--- src/rtl/div_unit_pkg.sv ---
// div_unit_pkg: shared constants and state encoding
// for the multicycle signed divider.
package div_unit_pkg;

  localparam int WORD     = 32;
  localparam int DIV_ITER = 32;

  typedef enum logic [1:0] {
    IDLE = 2'd0,
    CALC = 2'd1,
    FIX  = 2'd2
  } state_t;

endpackage

--- src/rtl/div_unit_step.sv ---
// div_step: one combinational restoring-division
// iteration on unsigned magnitudes.
module div_step #(
  parameter int WIDTH = 32
) (
  input  logic [WIDTH-1:0] rem,
  input  logic [WIDTH-1:0] quo,
  input  logic [WIDTH-1:0] dvs,
  output logic [WIDTH-1:0] rem_n,
  output logic [WIDTH-1:0] quo_n
);

  logic [WIDTH:0] sh;
  logic [WIDTH:0] diff;

  assign sh   = {rem, quo[WIDTH-1]};
  assign diff = sh - {1'b0, dvs};

  // A borrow out of the wide subtract means sh < dvs: restore.
  always_comb begin
    rem_n = sh[WIDTH-1:0];
    quo_n = {quo[WIDTH-2:0], 1'b0};
    if (!diff[WIDTH]) begin
      rem_n = diff[WIDTH-1:0];
      quo_n = {quo[WIDTH-2:0], 1'b1};
    end
  end

endmodule

--- src/rtl/div_unit.sv ---
// div_unit: multicycle signed divider, HI = remainder,
// LO = quotient, 33 cycles from start to done.
module div_unit
  import div_unit_pkg::*;
#(
  parameter int WIDTH = WORD
) (
  input  logic             clk,
  input  logic             reset,
  input  logic             start,
  input  logic [WIDTH-1:0] dividend,
  input  logic [WIDTH-1:0] divisor,
  output logic [WIDTH-1:0] hi,
  output logic [WIDTH-1:0] lo,
  output logic             busy,
  output logic             done,
  output logic             div_zero
);

  localparam int CW = $clog2(DIV_ITER);

  state_t           state;
  state_t           state_d;
  logic [CW-1:0]    cnt;
  logic [WIDTH-1:0] rem;
  logic [WIDTH-1:0] quo;
  logic [WIDTH-1:0] dvs;
  logic [WIDTH-1:0] rem_n;
  logic [WIDTH-1:0] quo_n;
  logic             sign_q;
  logic             sign_r;
  logic             go;

  assign go = start && (divisor != '0);

  div_step #(.WIDTH(WIDTH)) u_step (
    .rem   (rem),
    .quo   (quo),
    .dvs   (dvs),
    .rem_n (rem_n),
    .quo_n (quo_n)
  );

  always_ff @(posedge clk) begin
    if (reset) state <= IDLE;
    else       state <= state_d;
  end

  always_comb begin
    state_d = state;
    unique case (state)
      IDLE:    if (go) state_d = CALC;
      CALC:    if (cnt == '0) state_d = FIX;
      FIX:     state_d = IDLE;
      default: state_d = IDLE;
    endcase
  end

  always_ff @(posedge clk) begin
    if (reset) begin
      hi       <= '0;
      lo       <= '0;
      busy     <= 1'b0;
      done     <= 1'b0;
      div_zero <= 1'b0;
      cnt      <= '0;
      rem      <= '0;
      quo      <= '0;
      dvs      <= '0;
      sign_q   <= 1'b0;
      sign_r   <= 1'b0;
    end else begin
      done     <= 1'b0;
      div_zero <= 1'b0;
      unique case (state)
        IDLE: begin
          if (start && divisor == '0) div_zero <= 1'b1;
          if (go) begin
            rem    <= '0;
            quo    <= dividend[WIDTH-1] ? -dividend : dividend;
            dvs    <= divisor[WIDTH-1] ? -divisor : divisor;
            sign_q <= dividend[WIDTH-1] ^ divisor[WIDTH-1];
            sign_r <= dividend[WIDTH-1];
            cnt    <= CW'(DIV_ITER - 1);
            busy   <= 1'b1;
          end
        end
        CALC: begin
          rem <= rem_n;
          quo <= quo_n;
          if (cnt != '0) cnt <= cnt - 1'b1;
        end
        FIX: begin
          lo   <= sign_q ? -quo : quo;
          hi   <= sign_r ? -rem : rem;
          done <= 1'b1;
          busy <= 1'b0;
        end
        default: busy <= 1'b0;
      endcase
    end
  end

endmodule

--- config.mk ---
export PLATFORM = sky130hd
export DESIGN_NAME = div_unit
export DESIGN_NICKNAME = d
export VERILOG_FILES = /design/src/rtl/div_unit_pkg.sv /design/src/rtl/div_unit_step.sv /design/src/rtl/div_unit.sv
export SDC_FILE = /design/constraint.sdc
export NUM_CORES = 1
export LEC_CHECK = 0
export CORE_ASPECT_RATIO = 2
export CORE_UTILIZATION = 62
export CTS_BUF_LIST = sky130_fd_sc_hd__clkbuf_8
export CTS_CLUSTER_DIAMETER = 120
export DETAILED_ROUTE_END_ITERATION = 6
export PLACE_DENSITY = 0.88
export SLEW_MARGIN = 30
export SYNTH_ARGS = -nofsm -noshare
export SYNTH_HDL_FRONTEND = slang
export SYNTH_SLANG_ARGS = --single-unit
export TNS_END_PERCENT = 1
--- constraint.sdc ---
create_clock -name clk -period 7.5 [get_ports clk]
set_input_delay 2.25 -clock clk [delete_from_list [all_inputs] [get_ports clk]]
set_output_delay 2.25 -clock clk [all_outputs]
set_load 0.1 [all_outputs]
==> metrics, run 1 <==
status completed; Final period util 0.769; CP Cell Sequence clkdlybuf4s50_1 -> or4_1 -> or3_2 -> nor3_1 -> nand4b_1 -> a21oi_1 -> or2_2 -> nor2b_4 -> a32oi_1 -> o31ai_1; Seq/Total Area, Yosys 0.330; vias just over 10000; Core Region 16400 um2; Main synth FF type dfxtp_1; Max-cap violations 0; H-tree depth 4; postcts setup bufs 0; most frequent cells in the layout dfxtp_1, nor2_1, clkdlybuf4s50_1, nand2_1; global-route usage over all layers 0.326; initial antenna violation count 0; Leak roughly 0.0046 uW; Final HPWL DP about 20000 um; CTS tree done; total grt overflow 0; DRT Pass-1 Iters 6; Port Buffers approximately 130; Nets 1467; CTS root buf clkbuf_8; crit path kind input port to flop; post-synth top area cell dfxtp_1; post-cts sizing count 0; top post-synthesis cells by area dfxtp_1, xor2_1, a211oi_1, nor2_1, xnor2_1; async set-or-reset flop fraction in the synthesized netlist 0; Netlist Area Pre-Place approximately 10000 um2; Die Wd around 94 um; Tmin final slightly below 6 ns; setup TNS 0 ns; layout cells sized above 1 0.0568; Core Rows 66; leading cell type in the layout, fill and taps excluded dfxtp_1; area share of the largest cell type after synthesis 0.330; vias in the first global route approximately 9600; Clock Path Buffers 2; GP Congestion approximately 0.92; Fill cells roughly 1300; IO Pins approximately 130; Sink Count roughly 170; WHS Path Cells 2; Ant. Diodes 0; Worst setup EP type flop; Synth cell types 62; Pwr per Cell Area roughly 220 nW/um2; worst vdd ir 154 uV; Post-DRT Antenna Nets 0; pin count of the biggest net entering global routing between 100 and 150; Worst EP arrival around 6.2 ns; RSZ-0062 raised after global routing no; CP max stage delay between 0.8 and 0.9 ns; cts bufs inserted 17; critical path required time 7.88 ns; Tightest Hold Check Type flop to flop; Clk Latency, worst-skew pair between 0.4 and 0.5 ns; Initial Util 0.639; Avg Inst Size Synth 8.13 um2; Worst Max-Slew Pin Slew 1.02 ns; number of synthesis warnings 0; DRC viols 0; die height approximately 190 um; worst r2r path cells 12; #FFs+latches synth 172; Post-synth EDFFs 0; cts hold-fix bufs 0; CP max FO 34; max_slew headroom 0.318; max-slew violation total from the final report 0; initial drt markers between 500 and 600; Mapped Nets approximately 1400; final wirelength between 20000 and 30000 um; CTS clk-pin slew, worst paths ~0.09 ns; via/cell ratio between 6 and 7; Reg area 3440 um2; final setup fails 0; WL per Instance around 18 um; multi-input logic area 6560 um2; Cells after Synth approximately 1300; first-pass GRT wire length roughly 45000 um; Critical Path Slowest Stage Cell nor2b_4; full die area ~17000 um2; final hold violation count 0; Synth-to-Final Area Change 17.1%; FMAX 173 MHz; Layout Skew 0.0216 ns; Worst setup SP type input port; Design Power between 2000 and 3000 uW
-- registers in the layout, summed over array words and instances (netlist names), 2 cells and up --
register / flops
dvs: 32
rem: 32
lo: 32
cnt: 5
quo: 32
state: 2
hi: 32
-- area by class of cell --
cell class              count  area share
well taps                 204      0.0209
clock inverters            12      0.0103
repair buffers            142       0.114
clock buffers              20      0.0225
multi-input cells         981       0.536
inverters                  47      0.0144
flip-flops and latches    172       0.282
-- per-stage QoR --
| stage | instance area [um2] | instances | setup WS, ns | hold slack [ns] | util |
|---|---|---|---|---|---|
| after global routing | 12200 | 1578 | 1.52 | 0.475 | 0.748 |
| after detailed placement | 11800 | 1545 | 1.36 | 0.445 | 0.723 |
| after floorplan | 10400 | 1285 | 2.61 | 0.432 | - |
| after CTS | 12200 | 1577 | 1.81 | 0.456 | 0.747 |
| after global placement | 11800 | 1545 | 1.46 | 0.442 | 0.723 |
| final | 12200 | 1578 | 1.74 | 0.454 | 0.748 |
-- cells in the mapped netlist (18+ instances only) --
master,n
a32oi_1,30
a222oi_1,21
or3_1,18
o31ai_1,39
dfxtp_1,172
o21ai_0,60
nand3_1,38
nand2_1,98
xnor2_1,56
a211oi_1,92
clkbuf_1,76
inv_1,47
ha_1,38
a21oi_1,56
xor2_1,93
nor2_1,158
-- worst max-delay path: cells and delay by family --
kind | cells | cell delay, ns
AND/OR/NAND/NOR | 6 | 2.94
buffers and inverters | 1 | 0.50
AO/OA/AOI/OAI | 3 | 0.45
-- cell families (layout without fill, tap and decap cells) --
logic type	Yosys count	after routing	share of synthesized area
muxes	6	6	0.00599
and+or+nand+nor	418	418	0.191
AOI/OAI and AO/OA	369	369	0.253
adders and majority gates	39	39	0.0474
buffers and inverters	132	221	0.0481
DFF	172	172	0.330
xor gates and xnor gates	149	149	0.125
-- routing by layer --
metal | part of all wire | vias up | track usage
li1 | - | 4849 | -
met4 | 0.053 | 0 | 0.215
met2 | 0.54 | 408 | 0.614
met3 | 0.060 | 117 | 0.0650
met5 | 0 | - | 0
met1 | 0.35 | 4757 | 0.309
-- where the power goes --
part	switching [uW]	internal, uW	total, uW
combinational	629	365	994
clock	372	298	670
sequential	76.5	977	1050
-- final timing paths --
kind | endpoint | slack (ns) | startpoint
worst max-delay path | rem[0] | 1.74 | divisor[19]
worst min-delay path | hi[30] | 0.45 | hi[30]
worst max register to register | rem[26] | 3.03 | rem[0]
worst min register to register | hi[30] | 0.45 | hi[30]
(Power assumes the default switching activity.)
==> inputs of run 2 (changes only) <==
--- a/config.mk
+++ b/config.mk
@@ -6,11 +6,11 @@
 export NUM_CORES = 1
 export LEC_CHECK = 0
 export CORE_ASPECT_RATIO = 2
-export CORE_UTILIZATION = 62
+export CORE_UTILIZATION = 52
 export CTS_BUF_LIST = sky130_fd_sc_hd__clkbuf_8
 export CTS_CLUSTER_DIAMETER = 120
 export DETAILED_ROUTE_END_ITERATION = 6
-export PLACE_DENSITY = 0.88
+export PLACE_DENSITY = 0.79
 export SLEW_MARGIN = 30
 export SYNTH_ARGS = -nofsm -noshare
 export SYNTH_HDL_FRONTEND = slang
==> constraint.sdc (replaced) <==
create_clock -name clk -period 5.1 [get_ports clk]
set_input_delay 1.53 -clock clk [delete_from_list [all_inputs] [get_ports clk]]
set_output_delay 1.53 -clock clk [all_outputs]
set_load 0.1 [all_outputs]
==> metrics, run 2 (same netlist as run 1, synthesis figures left out) <==
worst r2r path cells 13 (was 12); CTS tree done (unchanged); max-slew violation total from the final report 0 (unchanged); FMAX approximately 230 MHz; Critical path buffers and inverters 1 (unchanged); crit path kind input port to flop (unchanged); Max-cap violations 0 (unchanged); Final Non-Filler Cells 1646 (was 1578); Crit. Startpoint divisor[8] (was divisor[19]); grt met2 use 0.517 (was 0.614); layout cells sized above 1 0.0644 (was 0.0568); placed inst area 12000 um2 (was 11800 um2); Critical R2R Capture rem[2] (was rem[26]); Core Region 19800 um2 (was 16400 um2); vias in the first global route 9486 (was 9580); R2R setup slack 0.88 ns (was 3.03 ns); cts bufs inserted 17 (unchanged); Initial Util 0.527 (was 0.639); FF-to-FF Start quo[31] (was rem[0]); hold_ws 0.460 ns (was 0.454 ns); final hold violation count 0 (unchanged); Final period util 0.853; multi-input logic area 6550 um2 (was 6560 um2); Nets 1477 (was 1467); final setup fails 0 (unchanged); status completed (unchanged); Clk Latency, worst-skew pair 0.49 ns (about the same); postcts setup bufs 0 (unchanged); max_slew headroom 0.315 (was 0.318); GP Congestion 0.938 (was 0.924); Critical Path Slowest Stage Cell or4_4 (was nor2b_4); placed cells 1614 (was 1545); final wirelength 27800 um (was 28200 um); Post-DRT Antenna Nets 0 (unchanged); CTS clk-pin slew, worst paths 0.09 ns (about the same); most frequent cells in the layout dfxtp_1, nor2_1, clkdlybuf4s50_1, nand2_1 (unchanged); DRC viols 0 (unchanged); die height 202 um (was 186 um); setup TNS 0 ns (unchanged); Worst EP arrival 4.76 ns (was 6.15 ns); initial antenna violation count 1 (was 0); DRT Pass-1 Iters 7 (was 6); critical path required time 5.51 ns (was 7.88 ns); via/cell ratio 6.01 (was 6.42); global-route usage over all layers 0.277 (was 0.326); Final HPWL DP 20900 um (was 20200 um); Tightest Hold Check Type flop to flop (unchanged); Worst setup EP type flop (unchanged); Fill cells 1753 (was 1258); post-cts sizing count 0 (unchanged); CP Cell Sequence clkdlybuf4s50_1 -> or3_4 -> or4_4 -> or3_4 -> or3_4 -> or4_4 -> o41ai_4 -> xor2_1 -> a211oi_1 (was clkdlybuf4s50_1 -> or4_1 -> or3_2 -> nor3_1 -> nand4b_1 -> a21oi_1 -> or2_2 -> nor2b_4 -> a32oi_1 -> o31ai_1); Die Wd 102 um (was 93.8 um); initial drt markers 683 (was 507); total grt overflow 0 (unchanged); Worst Max-Slew Pin Slew 1.02 ns (about the same); Util after Layout 0.624 (was 0.748); H-tree depth 4 (unchanged); WHS Path Cells 2 (unchanged); CTS root buf clkbuf_8 (unchanged); Pwr per Cell Area 322 nW/um2 (was 222 nW/um2); Design Area, Final 12400 um2 (was 12200 um2); critical path's top delay family simple AND/OR/NAND/NOR gates (unchanged); pin count of the biggest net entering global routing 88 (was 115); IO Pins 134 (unchanged); Tmin final between 4 and 5 ns; leading cell type in the layout, fill and taps excluded dfxtp_1 (unchanged); CP max stage delay 0.51 ns (was 0.86 ns); Worst setup SP type input port (unchanged); GR Util met3 0.0558 (was 0.0650); first-pass GRT wire length 44900 um (was 44800 um); Layout Skew 0.0109 ns (was 0.0216 ns); worst setup path end dvs[29] (was rem[0]); Sink Count 172 (unchanged); cts hold-fix bufs 0 (unchanged); Port Buffers 133 (unchanged); most frequent CP cell or3_4; vias 9896 (was 10100); Clock Path Buffers 2 (unchanged); RSZ-0062 raised after global routing no (unchanged); full die area 20700 um2 (was 17400 um2); Core Rows 73 (was 66); met1 GRT Util 0.269 (was 0.309); Leak 0.00467 uW (was 0.00461 uW); Top Usage Layer GRT met2 (unchanged); Reg area 3440 um2 (unchanged); worst vdd ir 236 uV (was 154 uV); CP max FO 5 (was 34); Synth-to-Final Area Change 18.3% (was 17.1%); WL per Instance 16.9 um (was 17.8 um); Crit path depth 9 (was 10)
[run 2: cell count changes in the layout (fill, tap and decap cells not counted), sizes merged, moves of 2 or more]
cell	previous run	this run
inv	53	55
buf	13	26
clkdlybuf4s50	129	126
clkbuf	20	17
clkinv	3	1
[run 2: cell type report]
cell class | count | area share
Timing Repair Buffer | 152 | 0.119
Multi-Input combinational cell | 981 | 0.530
Antenna cell | 1 | 0.000202
Inverter | 47 | 0.0143
Sequential cell | 172 | 0.279
Clock inverter | 14 | 0.0131
Tap cell | 262 | 0.0265
Clock buffer | 17 | 0.0189
[run 2: worst min-delay path, stage by stage (launching register included)]
cell and delay [ns]:
dfxtp_1 0.32, nand2_1 0.05, a21oi_1 0.05
[run 2: power by group]
part | switching [uW] | leakage (uW) | internal (uW)
Clock | 543 | 0.000195 | 444
Sequential | 113 | 0.00140 | 1440
Combinational | 905 | 0.00307 | 534
Total | 1560 | 0.00467 | 2410
[run 2: worst min path at each step]
stage	start	end	slack, ns
5_1_grt	hi[30]	hi[30]	0.47
3_3_place_gp	dvs[11]	dvs[11]	0.44
3_5_place_dp	dvs[11]	dvs[11]	0.45
4_1_cts	dvs[11]	dvs[11]	0.46
2_1_floorplan	dvs[11]	dvs[11]	0.43
6_report	sign_r	sign_r	0.46
[run 2: through the flow]
| stage | worst slack, ns | power [uW] |
|---|---|---|
| floorplan | 0.926 | 2600 |
| global placement | 0.291 | 2970 |
| detailed placement | 0.250 | 3000 |
| CTS | 0.768 | 3980 |
| global route | 0.633 | 4190 |
| finish | 0.748 | 3980 |
[run 2: layer usage]
metal | vias up | wire (um)
li1 | 4870 | -
met1 | 4633 | 9910
met2 | 310 | 15300
met3 | 83 | 1350
met4 | 0 | 1270
met5 | - | 0
==> inputs of run 3 (changes only) <==
--- a/config.mk
+++ b/config.mk
@@ -6,11 +6,10 @@
 export NUM_CORES = 1
 export LEC_CHECK = 0
 export CORE_ASPECT_RATIO = 2
-export CORE_UTILIZATION = 52
-export CTS_BUF_LIST = sky130_fd_sc_hd__clkbuf_8
+export CORE_UTILIZATION = 51
 export CTS_CLUSTER_DIAMETER = 120
 export DETAILED_ROUTE_END_ITERATION = 6
-export PLACE_DENSITY = 0.79
+export PLACE_DENSITY = 0.77
 export SLEW_MARGIN = 30
 export SYNTH_ARGS = -nofsm -noshare
 export SYNTH_HDL_FRONTEND = slang
==> metrics, run 3 (same netlist as run 1, synthesis figures left out) <==
Power Internal 2730 uW (was 2410 uW); setup TNS 0 ns (unchanged); Final period util 0.857 (was 0.853); status completed (unchanged); Core Region 20000 um2 (was 19800 um2); Final HPWL DP 20900 um (about the same); die height 204 um (was 202 um); Sink Count 172 (unchanged); Clk Latency, worst-skew pair 0.45 ns (was 0.49 ns); DRC viols 0 (unchanged); Post-DRT Antenna Nets 0 (unchanged); cts bufs inserted 17 (unchanged); Switch Pwr 1620 uW (was 1560 uW); hold_ws 0.461 ns (was 0.460 ns); worst vdd ir 235 uV (was 236 uV); H-tree depth 4 (unchanged); clock power share 0.307 (was 0.248); Worst Max-Slew Pin Slew 1.04 ns (was 1.02 ns); Worst setup EP type flop (unchanged); critical path required time 5.47 ns (was 5.51 ns); Switching Share 0.372 (was 0.393); final hold violation count 0 (unchanged); max_slew headroom 0.308 (was 0.315); Synth-to-Final Area Change 20.9% (was 18.3%); Worst setup SP type input port (unchanged); Final Non-Filler Cells 1650 (was 1646); Initial Util 0.522 (was 0.527); Clock Path Buffers 2 (unchanged); CTS tree done (unchanged); max-slew violation total from the final report 0 (unchanged); Leak 0.00477 uW (was 0.00467 uW); final wirelength 28400 um (was 27800 um); first-pass GRT wire length 45800 um (was 44900 um); DRT Pass-1 Iters 7 (unchanged); Layout Skew 0.00775 ns (was 0.0109 ns); IO Pins 134 (unchanged); crit path kind input port to flop (unchanged); pin count of the biggest net entering global routing 88 (unchanged); Worst EP arrival 4.74 ns (was 4.76 ns); Nets 1480 (was 1477); CTS root buf clkbuf_16 (was clkbuf_8); vias 9965 (was 9896); Seq pwr share 0.357 (was 0.390); final setup fails 0 (unchanged); layout cells sized above 1 0.0663 (was 0.0644); Pwr per Cell Area 344 nW/um2 (was 322 nW/um2); initial drt markers 506 (was 683); GP Congestion 0.936 (was 0.938); initial antenna violation count 1 (unchanged); postcts setup bufs 0 (unchanged); Max-cap violations 0 (unchanged); leading cell type in the layout, fill and taps excluded dfxtp_1 (unchanged); Port Buffers 133 (unchanged); CTS clk-pin slew, worst paths 0.07 ns (was 0.09 ns); placed cells 1616 (was 1614); RSZ-0062 raised after global routing no (unchanged); Tightest Hold Check Type flop to flop (unchanged); total grt overflow 0 (unchanged); WL per Instance 17.2 um (was 16.9 um); FMAX 229 MHz (was 230 MHz); Place WS 0.275 ns (was 0.250 ns); Logic pwr share 0.337 (was 0.362); cts hold-fix bufs 0 (unchanged); CP max FO 5 (unchanged); full die area 21100 um2 (was 20700 um2); via/cell ratio 6.04 (was 6.01); Tmin final 4.37 ns (was 4.35 ns); vias in the first global route 9445 (was 9486); placed inst area 12000 um2 (about the same); post-cts sizing count 0 (unchanged); worst setup margin 0.729 ns (was 0.748 ns); global-route usage over all layers 0.281 (was 0.277); Die Wd 103 um (was 102 um); most frequent cells in the layout dfxtp_1, nor2_1, clkdlybuf4s50_1, nand2_1 (unchanged); Core Rows 73 (unchanged); Design Area, Final 12600 um2 (was 12400 um2)
==> run 3: changes by cell type in the layout (fill, tap and decap cells not counted), sizes merged <==
cell	change
clkinv	+1
clkdlybuf4s50	+2
clkinvlp	+2
inv	-3
buf	+1
clkbuf	+1
==> run 3: path summary, 6_finish.rpt <==
| check | slack [ns] | end | start | cells after the start |
|---|---|---|---|---|
| setup / recovery | 0.73 | dvs[29] | divisor[8] | 9 |
| hold / removal | 0.46 | hi[30] | hi[30] | 2 |
| setup reg to reg | 1.04 | rem[2] | quo[31] | 13 |
| hold reg to reg | 0.46 | hi[30] | hi[30] | 2 |
==> run 3: per-layer routing <==
metal | track usage | part of all wire | up-vias
li1 | - | - | 4883
met1 | 0.276 | 0.35 | 4664
met2 | 0.525 | 0.55 | 337
met3 | 0.0575 | 0.053 | 81
met4 | 0.161 | 0.050 | 0
met5 | 0 | 0 | -
==> run 3: worst max-delay path, stage by stage <==
cell,delay [ns]
clkdlybuf4s50_1,0.46
or3_4,0.44
or4_4,0.51
or3_4,0.36
or3_4,0.42
or4_4,0.46
o41ai_4,0.23
xor2_1,0.10
a211oi_1,0.22
==> run 3: area by class of cell <==
class	count	area, um2
diodes	1	2.50
clock buffers	18	439
clock inverters	14	158
fillers	1742	7370
inverters	47	176
multi-input cells	981	6550
flip-flops and latches	172	3440
well taps	262	328
repair buffers	155	1530
==> run 3: power groups by stage <==
stage | clock network (uW) | logic (uW) | registers, uW
2_1_floorplan | 0 | 941 | 1660
3_3_place_gp | 0 | 1410 | 1570
3_5_place_dp | 0 | 1430 | 1580
4_1_cts | 1350 | 1440 | 1550
5_1_grt | 1410 | 1600 | 1560
6_report | 1330 | 1460 | 1550
==> run 3: metrics by stage <==
stage | power (uW) | utilization
final | 4340 | 0.631
after global routing | 4570 | 0.631
after CTS | 4340 | 0.631
after detailed placement | 3010 | 0.601
after global placement | 2980 | 0.599
after floorplan | 2600 | -
